==> src/rtl/conv_pkg.sv <==
// Shared definitions for the convolution sequencer: FSM encoding,
// output geometry derivation and a constant-safe clog2 helper.
package conv_pkg;

    localparam int STATE_W = 3;

    localparam logic [STATE_W-1:0] ST_IDLE        = 3'd0;
    localparam logic [STATE_W-1:0] ST_LOAD_KERNEL = 3'd1;
    localparam logic [STATE_W-1:0] ST_STREAM      = 3'd2;
    localparam logic [STATE_W-1:0] ST_DRAIN       = 3'd3;
    localparam logic [STATE_W-1:0] ST_DONE        = 3'd4;

    function automatic int clog2(input int value);
        int result;
        result = 0;
        for (int i = 0; i < 31; i++) begin
            if ((1 << i) < value) result = i + 1;
        end
        return result;
    endfunction

    // Index width that never collapses to zero bits for single-entry ranges.
    function automatic int idx_width(input int count);
        return (clog2(count) < 1) ? 1 : clog2(count);
    endfunction

    function automatic int out_width(input int matrix_w, input int kernel_w);
        return matrix_w - kernel_w + 1;
    endfunction

    function automatic int out_rows(input int height, input int kernel_h);
        return height - kernel_h + 1;
    endfunction

endpackage

==> src/rtl/convolution_sequencer_kernel_row_store.sv <==
// K-entry kernel row register file: written during kernel load,
// read combinationally by row index modulo K while streaming.
module kernel_row_store
    import conv_pkg::*;
#(
    parameter int DATA_W = 12,
    parameter int DEPTH  = 3,
    parameter int IDX_W  = 2
)(
    input  logic              clk,
    input  logic              rst_n,
    input  logic              wr_en,
    input  logic [IDX_W-1:0]  wr_idx,
    input  logic [DATA_W-1:0] wr_data,
    input  logic [IDX_W-1:0]  rd_idx,
    output logic [DATA_W-1:0] rd_data
);

    logic [DATA_W-1:0] mem_q [DEPTH];
    logic [DATA_W-1:0] mem_d [DEPTH];

    always_comb begin
        for (int i = 0; i < DEPTH; i++) begin
            mem_d[i] = mem_q[i];
            if (wr_en && (wr_idx == IDX_W'(i))) mem_d[i] = wr_data;
        end
    end

    always_ff @(posedge clk or negedge rst_n) begin
        if (!rst_n) begin
            for (int i = 0; i < DEPTH; i++) mem_q[i] <= '0;
        end else begin
            for (int i = 0; i < DEPTH; i++) mem_q[i] <= mem_d[i];
        end
    end

    always_comb begin
        rd_data = '0;
        for (int i = 0; i < DEPTH; i++) begin
            if (rd_idx == IDX_W'(i)) rd_data = mem_q[i];
        end
    end

endmodule

==> src/rtl/convolution_sequencer.sv <==
// Frame controller for one convolution_layer: loads the kernel, paces rows
// into the layer one enabled clock at a time and streams indexed output rows.
module convolution_sequencer
    import conv_pkg::*;
#(
    parameter int data_size              = 4,
    parameter int max_input_matrix_width = 9,
    parameter int max_kernel_width       = 3,
    parameter int max_kernel_height      = 3,
    parameter int matrix_height          = 9,
    localparam int KROW_W = data_size * max_kernel_width,
    localparam int MROW_W = data_size * max_input_matrix_width,
    localparam int OUT_W  = data_size * out_width(max_input_matrix_width, max_kernel_width),
    localparam int OROW_W = idx_width(out_rows(matrix_height, max_kernel_height))
)(
    input  logic              clk,
    input  logic              rst_n,
    input  logic              start,
    output logic              busy,
    output logic              done,
    input  logic [KROW_W-1:0] kernel_data,
    input  logic              kernel_valid,
    output logic              kernel_ready,
    input  logic [MROW_W-1:0] row_data,
    input  logic              row_valid,
    output logic              row_ready,
    output logic [OUT_W-1:0]  out_data,
    output logic [OROW_W-1:0] out_row,
    output logic              out_valid,
    input  logic              out_ready,
    output logic              conv_enable,
    output logic [KROW_W-1:0] conv_kernel_stream,
    output logic [MROW_W-1:0] conv_matrix_stream,
    input  logic [OUT_W-1:0]  conv_output_stream,
    input  logic              conv_buffer_full
);

    localparam int K      = max_kernel_height;
    localparam int H      = matrix_height;
    localparam int R      = out_rows(H, K);
    localparam int KIDX_W = idx_width(K);
    localparam int RCNT_W = idx_width(H + 1);

    // Handshakes: a beat transfers on the rising edge where valid && ready.
    // Every ready is a function of registered state only, never of valid.

    logic [STATE_W-1:0] state_q, state_d;
    logic [KIDX_W-1:0]  kcnt_q, kcnt_d;
    logic [RCNT_W-1:0]  rcnt_q, rcnt_d;
    logic [RCNT_W-1:0]  row_idx_q, row_idx_d;
    logic               in_flight_q, in_flight_d;
    logic               conv_enable_q, conv_enable_d;
    logic [KROW_W-1:0]  conv_kernel_q, conv_kernel_d;
    logic [MROW_W-1:0]  conv_matrix_q, conv_matrix_d;
    logic               out_valid_q, out_valid_d;
    logic [OUT_W-1:0]   out_data_q, out_data_d;
    logic [OROW_W-1:0]  out_row_q, out_row_d;

    logic               store_wr_en;
    logic [KROW_W-1:0]  store_rd_data;
    logic               capture_phase;
    logic               out_fire;

    kernel_row_store #(
        .DATA_W (KROW_W),
        .DEPTH  (K),
        .IDX_W  (KIDX_W)
    ) u_store (
        .clk     (clk),
        .rst_n   (rst_n),
        .wr_en   (store_wr_en),
        .wr_idx  (kcnt_q),
        .wr_data (kernel_data),
        .rd_idx  (kcnt_q),
        .rd_data (store_rd_data)
    );

    // The layer sampled on the previous edge; its result is valid this cycle.
    assign capture_phase = in_flight_q && !conv_enable_q;
    assign out_fire      = out_valid_q && out_ready;

    always_comb begin
        state_d       = state_q;
        kcnt_d        = kcnt_q;
        rcnt_d        = rcnt_q;
        row_idx_d     = row_idx_q;
        in_flight_d   = in_flight_q;
        conv_enable_d = 1'b0;
        conv_kernel_d = conv_kernel_q;
        conv_matrix_d = conv_matrix_q;
        out_valid_d   = out_valid_q;
        out_data_d    = out_data_q;
        out_row_d     = out_row_q;
        store_wr_en   = 1'b0;
        kernel_ready  = (state_q == ST_LOAD_KERNEL);
        row_ready     = (state_q == ST_STREAM) && !in_flight_q && !out_valid_q;

        if (out_fire) out_valid_d = 1'b0;

        if (capture_phase) begin
            in_flight_d = 1'b0;
            if (conv_buffer_full && (row_idx_q >= RCNT_W'(K - 1))) begin
                out_valid_d = 1'b1;
                out_data_d  = conv_output_stream;
                out_row_d   = OROW_W'(row_idx_q - RCNT_W'(K - 1));
            end
        end

        case (state_q)
            ST_IDLE: begin
                if (start) begin
                    state_d = ST_LOAD_KERNEL;
                    kcnt_d  = '0;
                    rcnt_d  = '0;
                end
            end
            ST_LOAD_KERNEL: begin
                if (kernel_valid) begin
                    store_wr_en = 1'b1;
                    if (kcnt_q == KIDX_W'(K - 1)) begin
                        kcnt_d  = '0;
                        state_d = ST_STREAM;
                    end else begin
                        kcnt_d = kcnt_q + KIDX_W'(1);
                    end
                end
            end
            ST_STREAM: begin
                if (row_valid && row_ready) begin
                    conv_matrix_d = row_data;
                    conv_kernel_d = store_rd_data;
                    conv_enable_d = 1'b1;
                    in_flight_d   = 1'b1;
                    row_idx_d     = rcnt_q;
                    kcnt_d        = (kcnt_q == KIDX_W'(K - 1)) ? '0 : kcnt_q + KIDX_W'(1);
                    rcnt_d        = (rcnt_q == RCNT_W'(H)) ? rcnt_q : rcnt_q + RCNT_W'(1);
                    if (rcnt_q == RCNT_W'(H - 1)) state_d = ST_DRAIN;
                end
            end
            ST_DRAIN: begin
                if (out_fire && (out_row_q == OROW_W'(R - 1))) state_d = ST_DONE;
            end
            ST_DONE: begin
                state_d = ST_IDLE;
            end
            default: begin
                state_d = ST_IDLE;
            end
        endcase
    end

    always_ff @(posedge clk or negedge rst_n) begin
        if (!rst_n) begin
            state_q       <= ST_IDLE;
            kcnt_q        <= '0;
            rcnt_q        <= '0;
            row_idx_q     <= '0;
            in_flight_q   <= 1'b0;
            conv_enable_q <= 1'b0;
            conv_kernel_q <= '0;
            conv_matrix_q <= '0;
            out_valid_q   <= 1'b0;
            out_data_q    <= '0;
            out_row_q     <= '0;
        end else begin
            state_q       <= state_d;
            kcnt_q        <= kcnt_d;
            rcnt_q        <= rcnt_d;
            row_idx_q     <= row_idx_d;
            in_flight_q   <= in_flight_d;
            conv_enable_q <= conv_enable_d;
            conv_kernel_q <= conv_kernel_d;
            conv_matrix_q <= conv_matrix_d;
            out_valid_q   <= out_valid_d;
            out_data_q    <= out_data_d;
            out_row_q     <= out_row_d;
        end
    end

    assign busy               = (state_q != ST_IDLE);
    assign done               = (state_q == ST_DONE);
    assign conv_enable        = conv_enable_q;
    assign conv_kernel_stream = conv_kernel_q;
    assign conv_matrix_stream = conv_matrix_q;
    assign out_valid          = out_valid_q;
    assign out_data           = out_data_q;
    assign out_row            = out_row_q;

endmodule

==> config.mk <==
export PLATFORM = sky130hd
export DESIGN_NAME = convolution_sequencer
export DESIGN_NICKNAME = d
export VERILOG_FILES = /design/src/rtl/conv_pkg.sv /design/src/rtl/convolution_sequencer_kernel_row_store.sv /design/src/rtl/convolution_sequencer.sv
export SDC_FILE = /design/constraint.sdc
export NUM_CORES = 1
export LEC_CHECK = 0
export CAP_MARGIN = 10
export CORE_UTILIZATION = 40
export DETAILED_ROUTE_END_ITERATION = 8
export GPL_TIMING_DRIVEN = 0
export PLACE_DENSITY = 0.78
export SYNTH_ARGS = -nofsm -noshare
export SYNTH_HDL_FRONTEND = slang
export SYNTH_SLANG_ARGS = --single-unit
==> constraint.sdc <==
create_clock -name clk -period 2 [get_ports clk]
set_input_delay 0.4 -clock clk [delete_from_list [all_inputs] [get_ports clk]]
set_output_delay 0.4 -clock clk [all_outputs]
set_load 0.01 [all_outputs]
==> out/qor.yml, run 1 <==
status: "complete, but fails checks"
violations: "setup timing"
n_antenna_cell: 0
clkLatencyLatePin_ns: 0.41
whs_path_depth: 2
synth-seq-area-share_pct: 58.59
ios: 168
cts_root_buffer: "clkbuf_16"
r2r_start: "state_q[0]"
vias_per_cell: 4.860
critPathTopFamily: "simple AND/OR/NAND/NOR gates"
clk_pin_slew_worst_paths_ns: 0.06
syn_inst: 527
core-area_um2: 13450
die_h_um: 120.3
fin_crit_sh_pct: 102.5
routabilityCongestion: 0.8009
grt_pass1_wl_um: 22090
clockBufferDepth: 2
p_leak_nw: 3.902
post-dp-hpwl_um: 9830
dr.pass1.iters: 4
synthAdderAreaFrac_pct: 0.6708
grt_use_total_pct: 19.91
wl_um: 13780
hp-class: "flop to flop"
critPathKind: "flop to output port"
rsz0062_at_grt: "true"
power_density_nw_per_um2: 1559
die_area_um2: 14460
worst-endpoint-arrival_ns: 1.65
clock_skew_ns: 0.009291
synth-edff-count: 0
numPortBuffers: 167
synth.distinct_cells: 46
synth-simple-area-share_pct: 19.88
yosys-top-cells-count: "nand2_1, dfrtp_1, mux2_4"
synth_top_family_by_area: "simple AND/OR/NAND/NOR gates"
timing.rr.end: "state_q[0]"
cts_tree: "done"
wl_per_cell_um: 15.27
synth_area_leader_cell: "dfrtp_1"
period_minus_slack_ns: 2.051
worstPathCellList: "buf_6, or3b_4, nor3_2, buf_2"
final_antenna_net_count: 0
setup_viol: 1
row_count: 42
vias: 4384
synth.most_common_cell: "nand2_1"
layout_setup_ws_ns: -0.05090
synth_warnings: 0
drive_above_1_share_pct: 14.46
relSlewSlack_pct: 61.81
maxCapViolCount: 0
ys_ff_latch: 131
cp-end-kind: "output port"
cts_buffers: 17
synth_xor_area_share_pct: 0
synth-compound-area-share_pct: 5.009
syn_nets: 613
htree_levels: 4
drv_slew: 0
grt_pass1_vias: 4476
multi_input_area_um2: 2137
hp-start: "conv_matrix_stream[29]"
cpMaxStageDelayCell: "or3b_4"
crit_buf_inv: 2
netlist.area_leader.share_pct: 58.59
synth_area_leaders: "dfrtp_1, nand2_1, mux2_4"
cts.sinks: 131
start_util_pct: 41.59
seq_area_um2: 3278
synth_top_flop_cell: "dfrtp_1"
setup_tns_ns: -0.05090
hold_path_end: "conv_matrix_stream[29]"
required_ns: 1.60
dr.first_iter.drc_count: 190
drc: 0
async_reset_ff_share_pct: 100.0
fillers: 1125
nets: 802
startpoint_type: "flop"
syn_area_um2: 5595
finalHoldViolCount: 0
area_delta_synth_final_pct: 44.48
grt_start_max_net_pins: 72
reg2regPathDepth: 6
tightestPinTransition_ns: 0.5728
critPathMaxStageDelay_ns: 0.43
crit_path_max_fanout: 9
syn_area_per_cell_um2: 10.62
grt_antenna_before_repair: 0
overflow: 0
synth.area.mux_share_pct: 12.46
chipWidth_um: 120.3
hold_slack_ns: 0.4721
worst_ir_drop_vdd_mv: 0.7143
max_freq_mhz: 487.6
rrSetupSlack_ns: 0.15
## area by class of cell
class / count / share of cell area [%]
multi-input cells: 362 / 26.44
plain buffers: 27 / 2.089
inverters: 7 / 0.3250
well taps: 176 / 2.724
clock buffers: 24 / 6.083
clock inverters: 5 / 0.6501
repair buffers: 170 / 21.14
flip-flops and latches: 131 / 40.55
## cells in the final DEF (no fill, tap or decap), drive strengths merged, types with 2 or more instances in the layout
cell type      instances
a21oi                 14
nor2                  17
nor3b                  4
clkbuf                35
nand3                  4
clkdlybuf4s50        162
inv                    7
ha                     3
dlygate4sd2            3
buf                   20
a22o                   2
nor2b                  2
nand2                217
mux2                  40
dfrtp                131
clkinv                 3
nor3                   5
o21ai                 21
nand3b                 3
mux2i                 13
## flip-flops by register name, indices dropped and copies added (netlist names)
register and flops:
row_idx_q 4, state_q 3, in_flight_q 1, conv_matrix_stream 36, out_data 28, conv_enable 1
out_row 3, kcnt_q 2, conv_kernel_stream 12, u_store.mem_q 36, rcnt_q 4, out_valid 1
## tightest hold or removal path: cells and delay by family, from the launching register on
kind	cells	cell delay, ns
and+or+nand+nor	2	0.10
DFF	1	0.34
## layer usage
metal / up-vias / wire [um] / track usage (%)
met5: - / 0 / 0
met4: 0 / 246 / 8.256
met3: 19 / 1001 / 5.896
met2: 150 / 6734 / 33.41
met1: 2119 / 5793 / 23.86
li1: 2096 / - / -
## report_power, final
group          internal (mW)  leakage, nW  switching (mW)  total [mW]
registers               3.83         1.66           0.688        4.51
clock network           1.81        0.268            1.05        2.87
logic                   2.84         1.98            2.38        5.22
total                   8.48         3.90            4.13        12.6
## cells by family after synthesis
family,count (synthesis)
AOI/OAI and AO/OA,47
adders and majority gates,3
buffers and inverters,34
DFF,131
muxes,53
and+or+nand+nor,259
## metrics by stage
| step | total power [mW] | area, um^2 | utilization, % | setup WS [ns] | instances |
|---|---|---|---|---|---|
| floorplan | 7.285 | 5595 | - | 0.2736 | 527 |
| global placement | 9.499 | 7487 | 55.65 | -4.271 | 870 |
| detailed placement | 9.767 | 7516 | 55.87 | -0.2432 | 871 |
| CTS | 12.70 | 8079 | 60.05 | -0.06672 | 902 |
| global route | 13.39 | 8084 | 60.09 | -0.09633 | 902 |
| finish | 12.60 | 8084 | 60.09 | -0.05090 | 902 |
## timing repair
| action | in CTS | in global routing |
|---|---|---|
| hold endpoints to repair | 60 | 0 |
| cloned | 0 | 0 |
| pin swaps | 1 | 1 |
| gates resized for setup | 10 | 3 |
| buffers inserted | 1 | 0 |
| setup endpoints to repair | 4 | 19 |
| hold buffers | 1 | 0 |
## how the worst max path moves through the flow
stage | from | endpoint | cells past startpoint
2_1_floorplan | state_q[2] | u_store.mem_q[25] | 6
3_3_place_gp | rst_n | out_data[13] | 1
3_5_place_dp | row_valid | conv_matrix_stream[32] | 7
4_1_cts | state_q[2] | row_ready | 4
5_1_grt | state_q[2] | row_ready | 4
6_report | state_q[2] | row_ready | 4
No activity file was read; power rests on OpenSTA's default activity.
==> run 2, diff against run 1 <==
--- a/config.mk
+++ b/config.mk
@@ -10,6 +10,8 @@
 export DETAILED_ROUTE_END_ITERATION = 8
 export GPL_TIMING_DRIVEN = 0
 export PLACE_DENSITY = 0.78
+export REMOVE_ABC_BUFFERS = 1
 export SYNTH_ARGS = -nofsm -noshare
 export SYNTH_HDL_FRONTEND = slang
 export SYNTH_SLANG_ARGS = --single-unit
+export TNS_END_PERCENT = 50
==> out/qor.yml, run 2 (synthesized netlist as in run 1, its figures left out) <==
tightestPinTransition_ns: 0.5604  # -0.01237 ns
hp-class: "flop to flop"
use_met3_pct: 5.849  # -0.047 points
final_util_pct: 61.53  # +1.4 points
dr.pass1.iters: 6  # +2
hold_slack_ns: 0.4699  # -0.002266 ns
numPortBuffers: 167  # unchanged
drive_above_1_share_pct: 16.02  # +1.6 points
setup_viol: 0  # -1
p_switching_mw: 4.356  # +5.6%
cts_buffers: 17  # unchanged
maxCapViolCount: 0  # unchanged
worst-endpoint-arrival_ns: 1.59  # -0.06 ns
core-area_um2: 13450  # unchanged
n_antenna_cell: 0  # unchanged
combPwrFrac_pct: 39.7  # -1.7 points
post-dp-hpwl_um: 8728  # -11%
status: "complete, no violations"
worstPathCellList: "or3b_4, nor3_2, buf_2"
busiest_layer: "met2"
multi_input_area_um2: 2215  # +3.6%
layout_commonest_cell: "nand2_1"
relSlewSlack_pct: 62.64  # +0.82 points
drv_slew: 0  # unchanged
setup_tns_ns: 0  # +0.05090 ns
clk_pin_slew_worst_paths_ns: 0.06  # about the same
power_mw: 13.34  # +5.9%
startpoint_type: "flop"
p_leak_nw: 3.958  # +1.4%
crit_path_max_fanout: 6  # -3
grt_start_max_net_pins: 82  # +14%
critPathTopFamily: "simple AND/OR/NAND/NOR gates"
drc: 0  # unchanged
whs_path_depth: 2  # unchanged
cts_tree: "done"
die_h_um: 120.3  # unchanged
period_minus_slack_ns: 1.990  # -0.06109 ns
area_delta_synth_final_pct: 47.94
clkLatencyLatePin_ns: 0.41  # about the same
critPathMaxStageDelay_ns: 0.46  # +0.03 ns
dr.first_iter.drc_count: 230  # +21%
p_int_mw: 8.987  # +6.0%
final_cell_mix: "nand2_1, clkdlybuf4s50_1, dfrtp_1, mux2_4, o21ai_0"
clock_skew_ns: 0.009959  # +0.0006673 ns
cts_root_buffer: "clkbuf_16"
reg2regPathDepth: 5  # -1
cts.sinks: 131  # unchanged
critPathKind: "flop to output port"
vias_per_cell: 4.875  # +0.30%
nets: 791  # -1.4%
htree_levels: 4  # unchanged
die_area_um2: 14460  # unchanged
ios: 168  # unchanged
met1_usage_pct: 24.84  # +0.98 points
pwr-share-seq_pct: 35.1  # -0.7 points
seq_area_um2: 3284  # +0.19%
worst_ir_drop_vdd_mv: 0.8352  # +17%
row_count: 42  # unchanged
start_util_pct: 41.59  # unchanged
cp_num_cells: 3  # -1
wl_um: 13970  # +1.4%
overflow: 0  # unchanged
wl_per_cell_um: 15.63  # +2.3%
grt_pass1_wl_um: 22580  # +2.2%
switching_share_pct: 32.65  # -0.096 points
routabilityCongestion: 0.7492  # -6.5%
cp-end-kind: "output port"
crit_buf_inv: 1  # -1
fin_crit_sh_pct: 99.49  # -3.1 points
max_freq_mhz: 502.6  # +3.1%
grt.met2_usage_pct: 33.84  # +0.43 points
required_ns: 1.60  # about the same
layout.cells.non_filler: 894  # -0.89%
dp.cells: 845  # -3.0%
chipWidth_um: 120.3  # unchanged
final_antenna_net_count: 0  # unchanged
p_clk_share_pct: 25.3  # +2.6 points
cpMaxStageDelayCell: "dfrtp_2"
power_density_nw_per_um2: 1612  # +3.4%
grt_use_total_pct: 20.19  # +0.28 points
fillers: 1075  # -4.4%
grt_pass1_vias: 4475  # -0.022%
rsz0062_at_grt: "true"
finalHoldViolCount: 0  # unchanged
grt_antenna_before_repair: 0  # unchanged
vias: 4358  # -0.59%
clockBufferDepth: 2  # unchanged
-- run 2: changes by cell type in the layout (fill, tap and decap cells not counted), moves of 3 or more --
| cell | before | now |
|---|---|---|
| clkbuf_1 | 12 | 1 |
| buf_2 | 10 | 1 |
| buf_4 | 3 | 11 |
| dfrtp_1 | 131 | 126 |
| dfrtp_2 | 0 | 5 |
| buf_6 | 5 | 1 |
| buf_12 | 1 | 4 |
| bufinv_16 | 1 | 4 |
| inv_6 | 0 | 3 |
-- run 2: through the flow --
step | setup slack (ns) | cell area [um^2]
CTS | -0.1557 | 8170
floorplan | -0.6686 | 5431
detailed placement | -1.226 | 7381
global route | -0.05168 | 8278
finish | 0.01019 | 8278
global placement | -4.461 | 7323
-- run 2: cell type report --
class	count	share of cell area (%)
clock buffers	21	5.683
clock inverters	11	2.101
inverters	7	0.3779
multi-input cells	363	26.75
flip-flops and latches	131	39.68
well taps	176	2.660
repair buffers	185	22.75
-- run 2: path summary, 6_finish.rpt --
| check | start | slack, ns | end |
|---|---|---|---|
| worst max register to register | state_q[2] | 0.11 | state_q[0] |
| max in group asynchronous | rst_n | 0.71 | kcnt_q[1] |
| worst min-delay path | conv_matrix_stream[17] | 0.47 | conv_matrix_stream[17] |
| worst max-delay path | state_q[2] | 0.01 | row_ready |
| min in group asynchronous | rst_n | 0.49 | out_data[7] |
| worst min register to register | conv_matrix_stream[17] | 0.47 | conv_matrix_stream[17] |
-- run 2: power groups by stage --
stage          combinational, mW  sequential [mW]  clock, mW
6_report                    5.29             4.68       3.37
5_1_grt                     5.77             4.83       3.56
4_1_cts                     5.20             4.66       3.44
3_5_place_dp                4.86             4.70          0
3_3_place_gp                4.71             4.61          0
2_1_floorplan               2.23             4.88          0
-- run 2: routing by layer --
metal | share of wire [%] | vias to the layer above
met5 | 0 | -
met4 | 1.2 | 0
met3 | 6.3 | 19
met2 | 50 | 144
met1 | 43 | 2111
li1 | - | 2084
-- run 2: repair_timing --
action                                 in CTS  in global routing
pin swaps                                   4                  3
resized for setup                          21                  4
setup buffers                               8                  7
cloned                                      1                  0
setup endpoints to repair                  99                 86
endpoints found under the hold margin      50                  0
hold buffers                                1                  0
-- run 2: worst register-to-register path, stage by stage, from the launching register on --
cell and delay [ns]:
dfrtp_2 0.46, or3b_4 0.43, buf_4 0.17, a31oi_1 0.30, nor4_4 0.11, mux2_4 0.30
